<file path="config.mk">
export PLATFORM = sky130hd
export DESIGN_NAME = mod_exp_ctrl
export DESIGN_NICKNAME = d
export VERILOG_FILES = /design/src/rtl/mod_exp_ctrl.sv
export SDC_FILE = /design/constraint.sdc
export NUM_CORES = 2
export LEC_CHECK = 0
export CAP_MARGIN = 30
export CELL_PAD_IN_SITES_DETAIL_PLACEMENT = 1
export CELL_PAD_IN_SITES_GLOBAL_PLACEMENT = 1
export CORE_AREA = 2 2 417 419
export DETAILED_ROUTE_END_ITERATION = 6
export DIE_AREA = 0 0 419 421
export DONT_BUFFER_PORTS = 1
export PLACE_DENSITY_LB_ADDON = 0.08
export SLEW_MARGIN = 15
export SYNTH_ARGS = -nofsm -noshare
export SYNTH_HDL_FRONTEND = slang
export SYNTH_SLANG_ARGS = --single-unit
</file>
<file path="constraint.sdc">
create_clock -name clk -period 3.75 [get_ports clk]
set_clock_uncertainty 0.05 [all_clocks]
set_input_delay 0.5625 -clock clk [delete_from_list [all_inputs] [get_ports clk]]
set_output_delay 0.5625 -clock clk [all_outputs]
set_load 0.05 [all_outputs]
</file>
<file path="src/rtl/mod_exp_ctrl.sv">
// Square-and-multiply sequencer driving mon_prod: walks the exponent MSB-first, one product per step.
// Optional feature: define MOD_EXP_CTRL_PERF_EN to add the perf_issued start counter output.
module mod_exp_ctrl #(
    parameter int EBITS   = 1024,
    parameter int LBITS   = 11,
    parameter int CNTBITS = 10
) (
    input  logic               clk,
    input  logic               rst_n,
    input  logic               go,
    input  logic [EBITS-1:0]   exponent,
    input  logic [LBITS-1:0]   exp_len,
    input  logic [CNTBITS-1:0] cfg_count,
    output logic               mp_start,
    output logic [1:0]         mp_op_code,
    output logic [CNTBITS-1:0] mp_count,
    input  logic               mp_stop,
    output logic               busy,
`ifdef MOD_EXP_CTRL_PERF_EN
    output logic [15:0]        perf_issued,
`endif
    output logic               done
);

    typedef enum logic [2:0] {
        S_IDLE,
        S_ISSUE,
        S_GUARD,
        S_WAIT,
        S_DONE
    } state_t;

    localparam logic [1:0] OP_XX = 2'd0;
    localparam logic [1:0] OP_XM = 2'd1;
    localparam logic [1:0] OP_X1 = 2'd2;

    state_t             state_q, state_d;
    logic [EBITS-1:0]   exp_q, exp_d;
    logic [LBITS-1:0]   ptr_q, ptr_d;
    logic [1:0]         op_q, op_d;
    logic [CNTBITS-1:0] count_q, count_d;
    logic               busy_q, busy_d;
    logic [LBITS-1:0]   len_c;
    logic               exp_bit;
    logic               go_accept;

    assign len_c     = (exp_len > LBITS'(EBITS)) ? LBITS'(EBITS) : exp_len;
    assign exp_bit   = |(exp_q & (EBITS'(1) << ptr_q));
    assign go_accept = (state_q == S_IDLE) && go;

    always_comb begin
        state_d = state_q;
        exp_d   = exp_q;
        ptr_d   = ptr_q;
        op_d    = op_q;
        count_d = count_q;
        busy_d  = busy_q;
        case (state_q)
            S_IDLE: begin
                if (go) begin
                    exp_d   = exponent;
                    count_d = cfg_count;
                    ptr_d   = len_c - LBITS'(1);
                    busy_d  = 1'b1;
                    op_d    = (len_c == '0) ? OP_X1 : OP_XX;
                    state_d = S_ISSUE;
                end
            end
            S_ISSUE: state_d = S_GUARD;
            // A stop still high from the previous product is not looked at here.
            S_GUARD: state_d = S_WAIT;
            S_WAIT: begin
                if (mp_stop) begin
                    state_d = S_ISSUE;
                    if (op_q == OP_XX && exp_bit) begin
                        op_d = OP_XM;
                    end else if (op_q == OP_X1) begin
                        state_d = S_DONE;
                    end else if (ptr_q == '0) begin
                        op_d = OP_X1;
                    end else begin
                        ptr_d = ptr_q - LBITS'(1);
                        op_d  = OP_XX;
                    end
                end
            end
            S_DONE: begin
                busy_d  = 1'b0;
                state_d = S_IDLE;
            end
            default: state_d = S_IDLE;
        endcase
    end

    always_ff @(posedge clk) begin
        if (!rst_n) begin
            state_q <= S_IDLE;
            exp_q   <= '0;
            ptr_q   <= '0;
            op_q    <= OP_XX;
            count_q <= '0;
            busy_q  <= 1'b0;
        end else begin
            state_q <= state_d;
            exp_q   <= exp_d;
            ptr_q   <= ptr_d;
            op_q    <= op_d;
            count_q <= count_d;
            busy_q  <= busy_d;
        end
    end

    assign mp_start   = (state_q == S_ISSUE);
    assign done       = (state_q == S_DONE);
    assign busy       = busy_q;
    assign mp_op_code = op_q;
    assign mp_count   = count_q;

`ifdef MOD_EXP_CTRL_PERF_EN
    logic [15:0] perf_q, perf_d;

    always_comb begin
        perf_d = perf_q;
        if (go_accept) begin
            perf_d = '0;
        end else if (mp_start && perf_q != 16'hFFFF) begin
            perf_d = perf_q + 16'd1;
        end
    end

    always_ff @(posedge clk) begin
        if (!rst_n) begin
            perf_q <= '0;
        end else begin
            perf_q <= perf_d;
        end
    end

    assign perf_issued = perf_q;
`else
    logic unused_go_accept;
    assign unused_go_accept = go_accept;
`endif

endmodule

</file>
==> results.ini <==
[placement]
post_dp_cell_area_um2=54300
dpl.hpwl_mm=298
portBuffers=0
dp.cells=8714
place_congestion=1.04

[detailed_routing]
num_vias=56800
route.detailed.drc=0
drt-initial-drc-count=6020
via_per_inst=5.63
ant_nets=0
dr.pass1.iters=6
drt_wl_total_mm=379
wl_per_cell_um=37.6

[pwr]
power.density_nw_per_um2=475
p_leak_nw=25.9
peakVddDrop_mv=0.373
total_power_mw=33.4

[layout]
fill_cells=20300
multiInputGateArea_um2=24000
area_growth_pct=52.3
stdcell_count=10100
regArea_um2=21100
postLayoutCoreUtil_pct=40.8
drive_gt1_share_pct=16.0
layout.nets=8665
design_area_um2=70300

[die]
die_area_um2=176000
core_area_um2=172000
rows=153
fp.dieH_um=421
die_x_um=419
ios=1064
start_util_pct=26.8

[sta]
max_freq_mhz=241
drv_slew=0
relSlewSlack_pct=32.5
post-route-min-period_ns=4.15
final-hold-violation-count=0
rsz0062_at_grt=yes
setup_slack_ns=-0.397
setup_viol=13
worstMarginPinSlew_ns=1.01
period_share_pct=111

[min_path]
hold_path_class=in2reg

[setup_path]
worstRegToRegCells=14
cp-endpoint=ptr_q[1]$_SDFFE_PN0P_
arrival_ns=4.82
critical_path.cell_chain=buf_12, buf_4, nand3b_1, buf_4, nor2_1, a22oi_2, o22ai_1, nor4_4, nand4_1, buf_12, o22a_1, a21o_1, buf_6, a211oi_4
path_class=reg2reg
path_delay_family=compound AO/OA/AOI/OAI gates
path_depth=14
startpoint=ptr_q[7]$_SDFFE_PN0P_
crit_path_end_kind=flip-flop
worstSetupStartpointType=flip-flop
critPathMaxStageDelay_ns=0.49
reg2reg_slack_ns=-0.40
crit_required_ns=4.42
rr_endpoint=ptr_q[1]$_SDFFE_PN0P_
critical_path_buf_inv_count=5
worst-path-max-fanout=5
slowest_stage=nand4_1
reg2reg_from=ptr_q[7]$_SDFFE_PN0P_

[flow_run]
cap_violations=0

[clock_tree]
cts_buffer_depth=3
cts-htree-levels=3
cts-root-buf=clkbuf_16
cts_tree=built
clkLatencyLatePin_ns=0.82
clk_pin_slew_worst_paths_ns=0.08
numCtsBuffers=120
cts_sinks=1051

[synthesis]
synth.area.top_cells=dfxtp_1 (46%), nand2_1 (18%), a21oi_1 (12%), clkbuf_1 (3.8%), nand3_1 (2.7%)
avgSynthCellArea_um2=7.42
synth_top_area_share_pct=45.6
synthFlopType=dfxtp_1
yosys_warnings=0
synth_common_cells=nand2_1 (2223), a21oi_1 (1074), dfxtp_1 (1051), clkbuf_1 (464), nand3_1 (245)
ys_ff_latch=1051
synthCells=6224
syn_area_um2=46200
synth_edf_count=0
async_flop_share_pct=0
synth.distinct_cells=77
syn_nets=7274
yosys.area.top_type=dfxtp_1
synth-seq-area-share_pct=45.6
yosysMostFrequentCell=nand2_1

[global_routing]
grt.overflow.total=0
antenna_found_initial=75
grt_pass1_wl_mm=499
grt_max_degree=154
grt_pass1_vias=56800
grtUsageTotal_pct=41.4

[run_status]
violations=setup timing
run_status=finished, violations left

-- report_power, final --
group / internal, mW / switching (mW)
Sequential: 12.0 / 1.13
Clock: 6.97 / 5.31
Combinational: 2.97 / 4.98
-- worst min-delay path by stage --
stage / start / endpoint / slack, ns / cells after the start
after floorplan: exp_q[176]$_SDFFE_PN0P_ / exp_q[176]$_SDFFE_PN0P_ / 0.38 / 2
after global placement: exp_q[366]$_SDFFE_PN0P_ / exp_q[366]$_SDFFE_PN0P_ / 0.39 / 2
after detailed placement: exp_q[97]$_SDFFE_PN0P_ / exp_q[97]$_SDFFE_PN0P_ / 0.39 / 2
after CTS: exponent[291] / exp_q[291]$_SDFFE_PN0P_ / 0.008 / 2
after global routing: exponent[858] / exp_q[858]$_SDFFE_PN0P_ / 0.006 / 2
final: exponent[858] / exp_q[858]$_SDFFE_PN0P_ / 0.02 / 2
-- placed cells by master (no fill, tap or decap), drive strengths merged, types with 12 or more instances in the layout --
cell         instances
a32oi               53
nor3b               24
dfxtp             1051
a22oi              148
buf                780
nor4                48
clkbuf             177
nand3              245
nor3                38
nand2             2225
a311oi              12
o211ai              14
a22o                33
o32ai               18
a222oi              13
nor2                61
mux2                63
diode               44
dlygate4sd3       1043
and2                15
a21oi             1074
o2111ai             17
mux2i               32
nand4              111
o21ai               49
nor2b               24
nand3b              15
inv                 18
o22ai               49
and3b               21
clkinv              34
a31oi               16
nor4bb              13
and3                34
-- cell type report --
cell class	instances	share of cell area, %
Antenna cell	44	0.157
Clock buffer	176	5.04
Clock inverter	50	0.694
Inverter	15	0.0961
Multi-Input combinational cell	4603	34.1
Sequential cell	1051	30.0
Tap cell	2325	4.14
Timing Repair Buffer	1824	25.8
-- per-layer routing --
layer / global-route usage [%] / vias up / share of wire [%]
li1: - / 24300 / -
met1: 53.5 / 28800 / 42
met2: 65.6 / 2808 / 45
met3: 8.18 / 815 / 7.1
met4: 20.2 / 26 / 5.7
met5: 0 / - / 0.045
-- sequential cells by signal, indices dropped and copies added (netlist names) --
name        cells
mp_count       10
busy            1
mp_op_code      2
exp_q        1024
state_q         3
ptr_q          11
-- cells by family after synthesis --
kind of cell | count (synthesis) | synth area share, %
AO/OA/AOI/OAI | 1567 | 19.8
XOR/XNOR | 6 | 0.114
adder cells (fa/ha/maj) | 1 | 0.0271
buffers and inverters | 570 | 4.90
flip-flops | 1051 | 45.6
multiplexers | 96 | 2.29
AND/OR/NAND/NOR | 2933 | 27.3
-- per-stage QoR --
step                      TNS, ns  setup WS, ns  hold WS, ns
after floorplan                 0         0.581        0.382
after global placement      -8.10        -0.806        0.391
after detailed placement    -6.87        -0.711        0.394
after CTS                   -1.09        -0.139      0.00823
after global routing        -2.74        -0.274      0.00628
final                       -4.03        -0.397       0.0191
-- repair_timing --
item / 4_1_cts / 5_1_grt
gates cloned: 0 / 1
pin swaps: 51 / 23
resized for setup: 143 / 44
hold buffers: 1043 / 0
setup endpoints to repair: 13 / 13
setup buffers: 44 / 18
hold endpoints to repair: 1038 / 0
Power figures use the tool's default switching activity.
